**src/rtl/enable_led_sequencer_pkg.sv**
```systemverilog
// Shared mode encoding, state type and helpers for the enable LED sequencer.
// Optional feature macro: ENABLE_LED_SEQUENCER_LONG_PRESS_EN (see enable_led_sequencer.sv).
package enable_led_sequencer_pkg;

    localparam logic [1:0] MODE_OFF   = 2'd0;
    localparam logic [1:0] MODE_ON    = 2'd1;
    localparam logic [1:0] MODE_BLINK = 2'd2;

    typedef enum logic [1:0] {
        StOff     = MODE_OFF,
        StOn      = MODE_ON,
        StBlink   = MODE_BLINK,
        StIllegal = 2'd3
    } mode_e;

    // Width of a counter whose largest value is terminal.
    function automatic int unsigned cnt_width(input int unsigned terminal);
        return $clog2(terminal) + 1;
    endfunction

    function automatic mode_e next_mode(input mode_e cur, input logic ev);
        case (cur)
            StOff:   return ev ? StOn : StOff;
            StOn:    return ev ? StBlink : StOn;
            StBlink: return ev ? StOff : StBlink;
            default: return StOff;
        endcase
    endfunction

    function automatic logic mode_led(input mode_e m, input logic phase);
        case (m)
            StOn:    return 1'b1;
            StBlink: return phase;
            default: return 1'b0;
        endcase
    endfunction

endpackage

```
**src/rtl/enable_led_sequencer_debounce_filter.sv**
```systemverilog
// Two-flop synchronizer plus counter-based debounce for one raw button.
// Emits registered single-cycle pulses on accepted rising and falling level changes.
module debounce_filter
    import enable_led_sequencer_pkg::*;
#(
    parameter int unsigned DEBOUNCE_CYCLES = 125000
) (
    input  logic ext_clk,
    input  logic ext_rst_n,
    input  logic raw,
    output logic stable,
    output logic rise_pulse,
    output logic fall_pulse
);

    localparam int unsigned CW = cnt_width(DEBOUNCE_CYCLES - 1);
    localparam logic [CW-1:0] CNT_MAX = CW'(DEBOUNCE_CYCLES - 1);

    logic          sync_q1;
    logic          sync_q2;
    logic [CW-1:0] cnt;

    always_ff @(posedge ext_clk or negedge ext_rst_n) begin
        if (!ext_rst_n) begin
            sync_q1    <= 1'b0;
            sync_q2    <= 1'b0;
            cnt        <= '0;
            stable     <= 1'b0;
            rise_pulse <= 1'b0;
            fall_pulse <= 1'b0;
        end else begin
            sync_q1    <= raw;
            sync_q2    <= sync_q1;
            rise_pulse <= 1'b0;
            fall_pulse <= 1'b0;
            if (sync_q2 == stable) begin
                cnt <= '0;
            end else if (cnt == CNT_MAX) begin
                // Difference held for DEBOUNCE_CYCLES samples: accept it.
                stable     <= sync_q2;
                cnt        <= '0;
                rise_pulse <= sync_q2;
                fall_pulse <= ~sync_q2;
            end else begin
                cnt <= cnt + 1'b1;
            end
        end
    end

endmodule

```
**src/rtl/enable_led_sequencer.sv**
```systemverilog
// Per-channel OFF/ON/BLINK sequencer driving the registered enable_led vector.
// Define ENABLE_LED_SEQUENCER_LONG_PRESS_EN for release-triggered events with long-press clear-all.
module enable_led_sequencer
    import enable_led_sequencer_pkg::*;
#(
    parameter int unsigned NUM_CHANNELS      = 2,
    parameter int unsigned DEBOUNCE_CYCLES   = 125000,
    parameter int unsigned BLINK_HALF_PERIOD = 62500000,
    parameter int unsigned LONG_PRESS_CYCLES = 250000000
) (
    input  logic                      ext_clk,
    input  logic                      ext_rst_n,
    input  logic [NUM_CHANNELS-1:0]   button_raw,
    output logic [NUM_CHANNELS-1:0]   enable_led,
    output logic [2*NUM_CHANNELS-1:0] mode
);

    localparam int unsigned BW = cnt_width(BLINK_HALF_PERIOD - 1);
    localparam logic [BW-1:0] BLINK_MAX = BW'(BLINK_HALF_PERIOD - 1);

    logic [NUM_CHANNELS-1:0] stable;
    logic [NUM_CHANNELS-1:0] rise;
    logic [NUM_CHANNELS-1:0] fall;
    logic [NUM_CHANNELS-1:0] btn_event;
    logic                    clear_all;

    mode_e                   state_q [NUM_CHANNELS];
    mode_e                   state_d [NUM_CHANNELS];
    logic [NUM_CHANNELS-1:0] led_d;
    logic [BW-1:0]           blink_cnt_q;
    logic [BW-1:0]           blink_cnt_d;
    logic                    blink_phase_q;
    logic                    blink_phase_d;

    for (genvar i = 0; i < NUM_CHANNELS; i++) begin : g_db
        debounce_filter #(
            .DEBOUNCE_CYCLES(DEBOUNCE_CYCLES)
        ) u_debounce_filter (
            .ext_clk   (ext_clk),
            .ext_rst_n (ext_rst_n),
            .raw       (button_raw[i]),
            .stable    (stable[i]),
            .rise_pulse(rise[i]),
            .fall_pulse(fall[i])
        );
    end

`ifdef ENABLE_LED_SEQUENCER_LONG_PRESS_EN
    localparam int unsigned HW = cnt_width(LONG_PRESS_CYCLES - 1);
    localparam logic [HW-1:0] HOLD_MAX = HW'(LONG_PRESS_CYCLES - 1);

    logic [HW-1:0]           hold_cnt_q [NUM_CHANNELS];
    logic [NUM_CHANNELS-1:0] long_seen_q;
    logic [NUM_CHANNELS-1:0] long_hit;
    logic                    unused_sig;

    assign unused_sig = ^rise;

    always_comb begin
        long_hit = '0;
        for (int i = 0; i < NUM_CHANNELS; i++) begin
            long_hit[i] = stable[i] && (hold_cnt_q[i] == HOLD_MAX) && !long_seen_q[i];
        end
    end

    // A release that ends a long hold is swallowed.
    assign btn_event = fall & ~long_seen_q;
    assign clear_all = |long_hit;

    always_ff @(posedge ext_clk or negedge ext_rst_n) begin
        if (!ext_rst_n) begin
            for (int i = 0; i < NUM_CHANNELS; i++) begin
                hold_cnt_q[i] <= '0;
            end
            long_seen_q <= '0;
        end else begin
            for (int i = 0; i < NUM_CHANNELS; i++) begin
                if (!stable[i]) begin
                    hold_cnt_q[i]  <= '0;
                    long_seen_q[i] <= 1'b0;
                end else begin
                    if (hold_cnt_q[i] != HOLD_MAX) begin
                        hold_cnt_q[i] <= hold_cnt_q[i] + 1'b1;
                    end
                    if (long_hit[i]) begin
                        long_seen_q[i] <= 1'b1;
                    end
                end
            end
        end
    end
`else
    logic unused_sig;

    assign unused_sig = ^{stable, fall, 32'(LONG_PRESS_CYCLES)};
    assign btn_event  = rise;
    assign clear_all  = 1'b0;
`endif

    always_comb begin
        blink_cnt_d   = (blink_cnt_q == BLINK_MAX) ? '0 : blink_cnt_q + 1'b1;
        blink_phase_d = blink_phase_q ^ (blink_cnt_q == BLINK_MAX);
        led_d         = '0;
        for (int i = 0; i < NUM_CHANNELS; i++) begin
            state_d[i] = clear_all ? StOff : next_mode(state_q[i], btn_event[i]);
            // Decode from next-cycle state and phase so the output lines up with mode.
            led_d[i]   = mode_led(state_d[i], blink_phase_d);
        end
    end

    always_ff @(posedge ext_clk or negedge ext_rst_n) begin
        if (!ext_rst_n) begin
            for (int i = 0; i < NUM_CHANNELS; i++) begin
                state_q[i] <= StOff;
            end
            enable_led    <= '0;
            blink_cnt_q   <= '0;
            blink_phase_q <= 1'b0;
        end else begin
            for (int i = 0; i < NUM_CHANNELS; i++) begin
                state_q[i] <= state_d[i];
            end
            enable_led    <= led_d;
            blink_cnt_q   <= blink_cnt_d;
            blink_phase_q <= blink_phase_d;
        end
    end

    always_comb begin
        mode = '0;
        for (int i = 0; i < NUM_CHANNELS; i++) begin
            mode[2*i +: 2] = state_q[i];
        end
    end

endmodule

```
**config.mk**
```make
export PLATFORM = sky130hd
export DESIGN_NAME = enable_led_sequencer
export DESIGN_NICKNAME = d
export VERILOG_FILES = /design/src/rtl/enable_led_sequencer_pkg.sv /design/src/rtl/enable_led_sequencer_debounce_filter.sv /design/src/rtl/enable_led_sequencer.sv
export SDC_FILE = /design/constraint.sdc
export NUM_CORES = 1
export LEC_CHECK = 0
export ABC_AREA = 1
export CORE_MARGIN = 2
export CORE_UTILIZATION = 45
export CTS_BUF_LIST = sky130_fd_sc_hd__clkbuf_8
export DETAILED_ROUTE_END_ITERATION = 7
export HOLD_SLACK_MARGIN = 0.08
export PLACE_DENSITY = 0.62
export SETUP_SLACK_MARGIN = 0.2
export SYNTH_ARGS = -nofsm -noshare
export SYNTH_HDL_FRONTEND = slang
export SYNTH_HIERARCHICAL = 1
export SYNTH_SLANG_ARGS = --single-unit
```
**constraint.sdc**
```tcl
create_clock -name ext_clk -period 1.9 [get_ports ext_clk]
set_input_delay 0.475 -clock ext_clk [delete_from_list [all_inputs] [get_ports ext_clk]]
set_output_delay 0.475 -clock ext_clk [all_outputs]
set_load 0.005 [all_outputs]
```
Word-level counts from Yosys, hierarchy flattened --
Index checks and enable logic that the tools add are counted.
Cells by class: bitwise logic cells 3, multiplexer cells 19, reduce and logical (&&, ||, !) cells 4, equality and inequality tests 13, add/subtract/negate cells 3
Operator list (number):
- $mux 18 | 4
- $add 18x1->18 const B | 2
- $eq 18x17->1 const B | 2
- $add 27x1->27 const B | 1
- $eq 27x26->1 const B | 1
- $mux 27 | 1
- $pmux 2 s3 | 2
- $eq 2x1->1 const B | 4
- $eq 2x2->1 const B | 4
- $mux 2 | 4
- $mux 1 | 6
- $logic_not 2->1 | 2
- $pmux 1 s2 | 2
- $reduce_and 2->1 | 2
- $eq 1x1->1 | 2
- $not 1->1 | 2
- $xor 1x1->1 | 1
Storage, ports and cells: logic and storage cells 57, register bits 78, input port bits 4

Depth between registers and ports, before layout --
Gate-level depths: netlist of the first run.
word-level depth 4, mapped depth 10, depth with buffers taken out 10

Cells and area by module --
Netlist of the first run, hierarchy kept.
Modules (own cells, without submodules):
- debounce_filter | instances 2, seq. area each 575.6 um^2, area an instance 1199.9 um^2, cells an instance 155
- enable_led_sequencer | instances 1, seq. area each 850.8 um^2, area an instance 1950.6 um^2, cells an instance 254

Worst setup path after synthesis of the first run --
OpenSTA, ideal clock, no wires.
path kind reg-to-reg, start reg blink_cnt_q[0], end reg blink_cnt_q[22], stages on the path, launching flop included 11, path slack 0.419 ns, buffers on the path 0, data arrival time 1.363 ns, required time 1.782 ns, period minus slack after synthesis 1.481 ns, cell sequence dfrtp_1 ha_1 nand2_2 nor2_4 inv_2 nor2_8 nand2_4 nor2_4 nand2_1 xor2_1 inv_1
On the way: cells in the longest elaborated chain, start to end 2, elaborated cells on any way between the ends 3, classes of those cells 1 x add/sub; 1 x eq/ne; 1 x mux
Ends and longest elaborated chain:
- from (decl) | RTL line enable_led_sequencer.sv:30 | logic [BW-1:0] blink_cnt_q;
- from (signal assigned) | RTL line enable_led_sequencer.sv:124 | blink_cnt_q <= blink_cnt_d;
- $add 27x1->27 or $eq 27x26->1 (tied branches) | RTL line enable_led_sequencer.sv:101 | blink_cnt_d = (blink_cnt_q == BLINK_MAX) ? '0 : blink_cnt_q + 1'b1;
- $mux 27 (*) | RTL line enable_led_sequencer.sv:101
- via blink_cnt_d[22] | RTL line enable_led_sequencer.sv:31 | logic [BW-1:0] blink_cnt_d;
Mark *: on every way through the listed nets, which the timed path passes. The rest lies on a longest branch. A chain may end at the register's enable or synchronous reset.

Final worst setup path of the first run --
start reg blink_cnt_q[1], end reg blink_cnt_q[22]
The elaborated chain is that of the path after synthesis.

==> results of run 1 <==
[per-layer routing]
metal	vias to the layer above	global-route usage [%]	wire length, um
met5	-	0	0
met4	0	7.07	140
met3	14	3.86	313
met2	63	32.6	4340
met1	1576	24.0	4020
li1	1791	-	-
[path summary, 6_finish.rpt]
kind,startpoint,depth (start not counted),end,slack (ns)
setup / recovery,blink_cnt_q[1]$_DFF_PN0_,10,blink_cnt_q[22]$_DFF_PN0_,0.33
hold / removal,g_db[1].u_debounce_filter/sync_q1$_DFF_PN0_,0,g_db[1].u_debounce_filter/sync_q2$_DFF_PN0_,0.35
setup reg to reg,blink_cnt_q[1]$_DFF_PN0_,10,blink_cnt_q[22]$_DFF_PN0_,0.33
hold reg to reg,g_db[1].u_debounce_filter/sync_q1$_DFF_PN0_,0,g_db[1].u_debounce_filter/sync_q2$_DFF_PN0_,0.35
max in group asynchronous,ext_rst_n,3,g_db[1].u_debounce_filter/cnt[8]$_DFF_PN0_,0.72
min in group asynchronous,ext_rst_n,2,blink_cnt_q[22]$_DFF_PN0_,0.58
[report_power, final]
| part | switching [uW] | internal, uW | leakage [uW] | total (uW) |
|---|---|---|---|---|
| clock network | 656 | 788 | 0.000118 | 1440 |
| registers | 11.8 | 1670 | 0.00106 | 1680 |
| logic | 60.2 | 24.6 | 0.00105 | 84.7 |
[worst reg2reg max path, cell delays in order, from the launching register on]
cell	delay, ns
dfrtp_1	0.38
ha_2	0.21
nand2_2	0.07
nor2_4	0.15
inv_2	0.09
nor2_8	0.13
nand2_4	0.09
nor2_4	0.11
nand2_1	0.07
xor2_1	0.14
inv_1	0.05
[flip-flops by register name, summed over array words and instances, names as in the netlist]
name and count:
g_db.u_debounce_filter/sync_q2 2, g_db.u_debounce_filter/stable 2, enable_led 2, blink_cnt_q 27
g_db.u_debounce_filter/sync_q1 2, mode 4, g_db.u_debounce_filter/rise_pulse 2, g_db.u_debounce_filter/cnt 36
blink_phase_q 1
[metrics by stage]
stage / power, uW / instances / worst slack (ns) / utilization (%)
floorplan: 1750 / 560 / 0.419 / -
finish: 3210 / 723 / 0.328 / 52.6
global route: 3340 / 723 / 0.167 / 52.6
CTS: 3270 / 720 / 0.153 / 52.2
global placement: 1800 / 701 / 0.334 / 49.5
detailed placement: 1810 / 701 / 0.261 / 49.5
[cell type report]
cell class                      count  area, um2
Fill cell                         883       4380
Sequential cell                    78       1950
Multi-Input combinational cell    399       2030
Clock inverter                      6       91.3
Inverter                           83        312
Tap cell                          129        161
Clock buffer                       10        138
Timing Repair Buffer               18        174
[timing repair]
| item | 4_1_cts | 5_1_grt |
|---|---|---|
| pin swaps | 0 | 2 |
| resized for setup | 3 | 5 |
| hold endpoints to repair | 29 | 0 |
| endpoints found under the setup margin | 5 | 17 |
| buffers inserted | 2 | 3 |
| gates cloned | 0 | 0 |
| hold buffers | 1 | 0 |
==> results.tsv, run 1 <==
stage	metric	value	unit
run_status	status	completed	
finish	final_net_count	600	
job	max_cap_viol_count	0	
timing	finalHoldWorstSlack	0.353	ns
detailed_routing	dr.first_iter.drc_count	152	
synth	synth_area	0.00429	mm2
worst_setup_path	crit_slowest_cell	dfrtp_1	
worst_setup_path	start_kind	register	
synth	mappedNetlistNets	571	
finish	postLayoutCellArea	0.00486	mm2
timing	slew_limit_headroom	70.2	%
worst_setup_path	cp.arrival	1.84	ns
cts	clock_tree.htree_level_count	3	
worst_setup_path	cp_cell_sequence	ha_2 -> nand2_2 -> nor2_4 -> inv_2 -> nor2_8 -> nand2_4 -> nor2_4 -> nand2_1 -> xor2_1 -> inv_1	
die	placement_rows	35	
synth	synthesis.area_per_instance	7.66	um2
detailed_routing	num_vias	3444	
grt	grt_pass1_vias	3407	
cts	worst_skew_pair_latency	0.37	ns
grt	grt_first_pass_wirelength	15500	um
finish	layout_common_cells	nand2_1, nor2_1, inv_1	
worst_setup_path	crit_path_max_incr_delay	0.38	ns
die	die-width	102	um
die	count_of_pins_on_the_block_boundary	10	
grt	grt_remaining_overflow	0	
timing	ratio_of_final_minimum_period_to_clock_period	82.7	%
timing	achievable-frequency	0.636	GHz
timing	timing.clock.skew	0.0166	ns
placed_design	dpl-instance-area	0.00457	mm2
pwr	max-vdd-ir-drop	0.435	mV
grt	maximum_number_of_pins_on_one_net_before_global_route_repair	47	
finish	area.growth.synth_to_final	13.3	%
worst_setup_path	cp.required	2.17	ns
die	die_height	102	um
die	fp.dieArea	0.0103	mm2
grt	initial_antenna_violation_count	0	
worst_setup_path	worst_path_most_repeated_cell	nor2_4	
timing	report.final.slew_viol_count	0	
finish	drive_gt1_share	11.4	%
pwr	leakage_power	0.00223	uW
timing	unrepaired_setup_endpoints_after_global_routing	true	
synth	postSynthCellCount	560	
detailed_routing	drt-vias-per-instance	4.76	
cts	clock_tree.root_cell	clkbuf_8	
worst_setup_path	critical_path.top_delay_family	simple AND/OR/NAND/NOR gates	
detailed_routing	drt_pre_antenna_iters	4	
worst_setup_path	critical_path.endpoint_type	register	
worst_hold_path	hold_class	register to register	
timing	finalSetupViolCount	0	
die	initial_core_util	46.4	%
cts	cts.clk_slew.worst_paths	0.10	ns
finish	n_antenna_cell	0	
timing	worst_pin_slew	0.446	ns
cts	cts_buffer_depth	2	
detailed_routing	finalWirelength	8810	um
placed_design	port_buffers	9	
finish	layout_commonest_cell	nand2_1	
timing	report.final.hold_viol_count	0	
placed_design	dp_hpwl	6590	um
timing	final_worst_path_period_need	1.57	ns
cts	tritoncts	yes	
cts	count_of_clock_tree_sinks	78	
worst_setup_path	critical_path_buf_inv_count	2	
detailed_routing	wl_per_cell	12.2	um
synth	ys_warn_count	6	
placed_design	globalplace.congestion	0.886	
timing	timing.setup.tns	0	ns
pwr	power_per_cell_area	661	mW/mm2
detailed_routing	drcViolationCount	0	
cts	cts-buffers-inserted	9	
grt	grt_use_total	19.1	%
worst_setup_path	crit_path_max_fanout	5	
detailed_routing	antenna_violating_nets_post_route	0	
die	fp.coreArea	0.00924	mm2
worst_setup_path	path_class	register to register	
No activity file was read; power rests on OpenSTA's default activity.
==> inputs of run 2 (changes only) <==
Settings changed: PLACE_DENSITY 0.62 to 0.64.
Clock period 1.9 ns to 1.3 ns, I/O delays scaled along.
==> run 2 against run 1 <==
Effect of this change:
- the run now ends with negative setup slack left
- cell count increased by 13%
- fmax up 4.9%
- wire length up 29%
- worst hold slack worse by 0.022 ns
- worst setup slack lost 0.53 ns
- critical path depth stayed put
- design area up 30%
- largest power group unchanged
==> results.tsv, run 2 (same netlist as run 1, synthesis figures left out) <==
stage	metric	value	unit
timing	unrepaired_setup_endpoints_after_global_routing	true	
grt	grt_use_total	22.4	%
die	placement_rows	35	
finish	postLayoutCellArea	0.00633	mm2
grt	initial_antenna_violation_count	0	
cts	clock_tree.root_cell	clkbuf_8	
detailed_routing	dr.first_iter.drc_count	194	
finish	layout.filler_cells	694	
die	count_of_pins_on_the_block_boundary	10	
die	fp.coreArea	0.00924	mm2
worst_hold_path	hold_class	primary input to asynchronous set/reset pin	
timing	timing.setup.tns	-4.97	ns
detailed_routing	wl_per_cell	13.9	um
timing	timing.clock.skew	0.0151	ns
worst_setup_path	path_class	register to register	
worst_setup_path	start_kind	register	
placed_design	dpl-instance-area	0.00520	mm2
die	die-width	102	um
cts	clock_tree.htree_level_count	3	
finish	layout_commonest_cell	nand2_1	
finish	area.growth.synth_to_final	47.7	%
timing	ratio_of_final_minimum_period_to_clock_period	115	%
die	initial_core_util	46.4	%
worst_setup_path	cp.arrival	1.76	ns
run_status	status	finished, violations left	
cts	cts.clk_slew.worst_paths	0.09	ns
cts	cts-buffers-inserted	9	
finish	multiInputGateArea	0.00272	mm2
detailed_routing	antenna_violating_nets_post_route	0	
job	max_cap_viol_count	0	
worst_setup_path	crit_path_max_incr_delay	0.37	ns
finish	utilization	68.6	%
detailed_routing	drt_pre_antenna_iters	4	
placed_design	dp_hpwl	7400	um
finish	layout_common_cells	nand2_1, buf_4, nor2_1	
die	die_height	102	um
timing	achievable-frequency	0.668	GHz
timing	slew_limit_headroom	68.8	%
cts	cts_buffer_depth	2	
placed_design	numPlacedInstances	777	
detailed_routing	finalWirelength	11400	um
cts	count_of_clock_tree_sinks	78	
finish	sequential_cell_area	0.00195	mm2
timing	worst_pin_slew	0.464	ns
finish	final-instance-count-excl-fill	820	
worst_setup_path	worst_path_most_repeated_cell	nor2_4	
worst_setup_path	crit_path_max_fanout	5	
pwr	max-vdd-ir-drop	0.639	mV
worst_setup_path	critical_path.endpoint_type	register	
timing	report.final.slew_viol_count	0	
grt	grt_pass1_vias	4035	
die	fp.dieArea	0.0103	mm2
timing	finalSetupViolCount	54	
pwr	power_per_cell_area	732	mW/mm2
finish	largest-register	g_db.u_debounce_filter/cnt	
timing	report.final.hold_viol_count	0	
timing	final.setup.worst_slack	-0.198	ns
detailed_routing	num_vias	4109	
worst_setup_path	crit_slowest_cell	dfrtp_1	
finish	final_net_count	697	
timing	final_worst_path_period_need	1.50	ns
placed_design	port_buffers	9	
grt	grt_first_pass_wirelength	18300	um
placed_design	globalplace.congestion	0.915	
detailed_routing	drcViolationCount	0	
grt	maximum_number_of_pins_on_one_net_before_global_route_repair	39	
grt	grt_remaining_overflow	0	
finish	n_antenna_cell	0	
detailed_routing	drt-vias-per-instance	5.01	
cts	worst_skew_pair_latency	0.36	ns
finish	drive_gt1_share	40.4	%
worst_setup_path	cp.required	1.56	ns
cts	tritoncts	yes	
pwr	leakage_power	0.00288	uW
worst_setup_path	r2r_setup_slack	-0.20	ns
worst_setup_path	cp_cell_sequence	ha_2 -> nand2_2 -> nor2_4 -> inv_4 -> nor2_8 -> nand2_4 -> nor2_4 -> nand2_1 -> xor2_1 -> inv_1	
run_status	failed_checks	negative setup slack	
finish	largest_register_ffs	36	
## run 2: worst max-delay path, delay by kind of cell, from the launching register on
family | cells | cell delay [ns]
simple gates | 6 | 0.57
flops | 1 | 0.37
fa+ha+maj | 1 | 0.19
xor+xnor | 1 | 0.14
buf+inv | 2 | 0.11
## run 2: routing by layer
| metal | track usage (%) | part of all wire, % | vias to the layer above |
|---|---|---|---|
| li1 | - | - | 1993 |
| met1 | 28.8 | 42 | 1998 |
| met5 | 0 | 0 | - |
| met2 | 38.0 | 53 | 99 |
| met3 | 3.11 | 3.7 | 19 |
| met4 | 9.15 | 1.8 | 0 |
## run 2: stage by stage
stage	hold WS [ns]	power, uW	setup slack (ns)
after floorplan	0.0294	2550	-0.176
after global placement	0.173	2660	-0.141
after detailed placement	0.172	2670	-0.168
after CTS	0.331	4620	-0.194
after global routing	0.340	4820	-0.319
final	0.331	4630	-0.198
## run 2: layout make-up
class                      instances  area share, %
multi-input combinational        399           42.9
clock buffer                       9           1.96
inverter                          83           5.19
clock inverter                     7           1.26
sequential                        78           30.8
tap                              129           2.55
timing repair buffer             115           15.3
## run 2: path summary, 6_finish.rpt
kind                                                        startpoint                                          end  cells after the start
setup / recovery                              blink_cnt_q[0]$_DFF_PN0_                    blink_cnt_q[26]$_DFF_PN0_                     10
hold / removal                                               ext_rst_n                     blink_cnt_q[7]$_DFF_PN0_                      2
setup reg to reg                              blink_cnt_q[0]$_DFF_PN0_                    blink_cnt_q[26]$_DFF_PN0_                     10
hold reg to reg            g_db[0].u_debounce_filter/sync_q1$_DFF_PN0_  g_db[0].u_debounce_filter/sync_q2$_DFF_PN0_                      0
max in group asynchronous                                    ext_rst_n   g_db[1].u_debounce_filter/cnt[2]$_DFF_PN0_                      3
min in group ext_clk       g_db[0].u_debounce_filter/sync_q1$_DFF_PN0_  g_db[0].u_debounce_filter/sync_q2$_DFF_PN0_                      0
## run 2: what timing repair did
item | CTS | global route
resized for setup | 105 | 101
setup endpoints to repair | 74 | 75
buffers inserted | 10 | 16
pin swaps | 34 | 46
endpoints found under the hold margin | 78 | 0
hold buffers | 1 | 0
## run 2: power by group
part           leakage (uW)  switching, uW  internal (uW)  total (uW)
Sequential          0.00106           24.8           2440        2470
Clock             0.0000968           1020            911        1930
Combinational       0.00172            142           94.6         237
==> inputs of run 3 (changes only) <==
Settings changed: CTS_CLUSTER_DIAMETER from default to 80.
==> results of run 3 <==
Same layout as run 2: the final DEF is identical, and so are final timing and power.
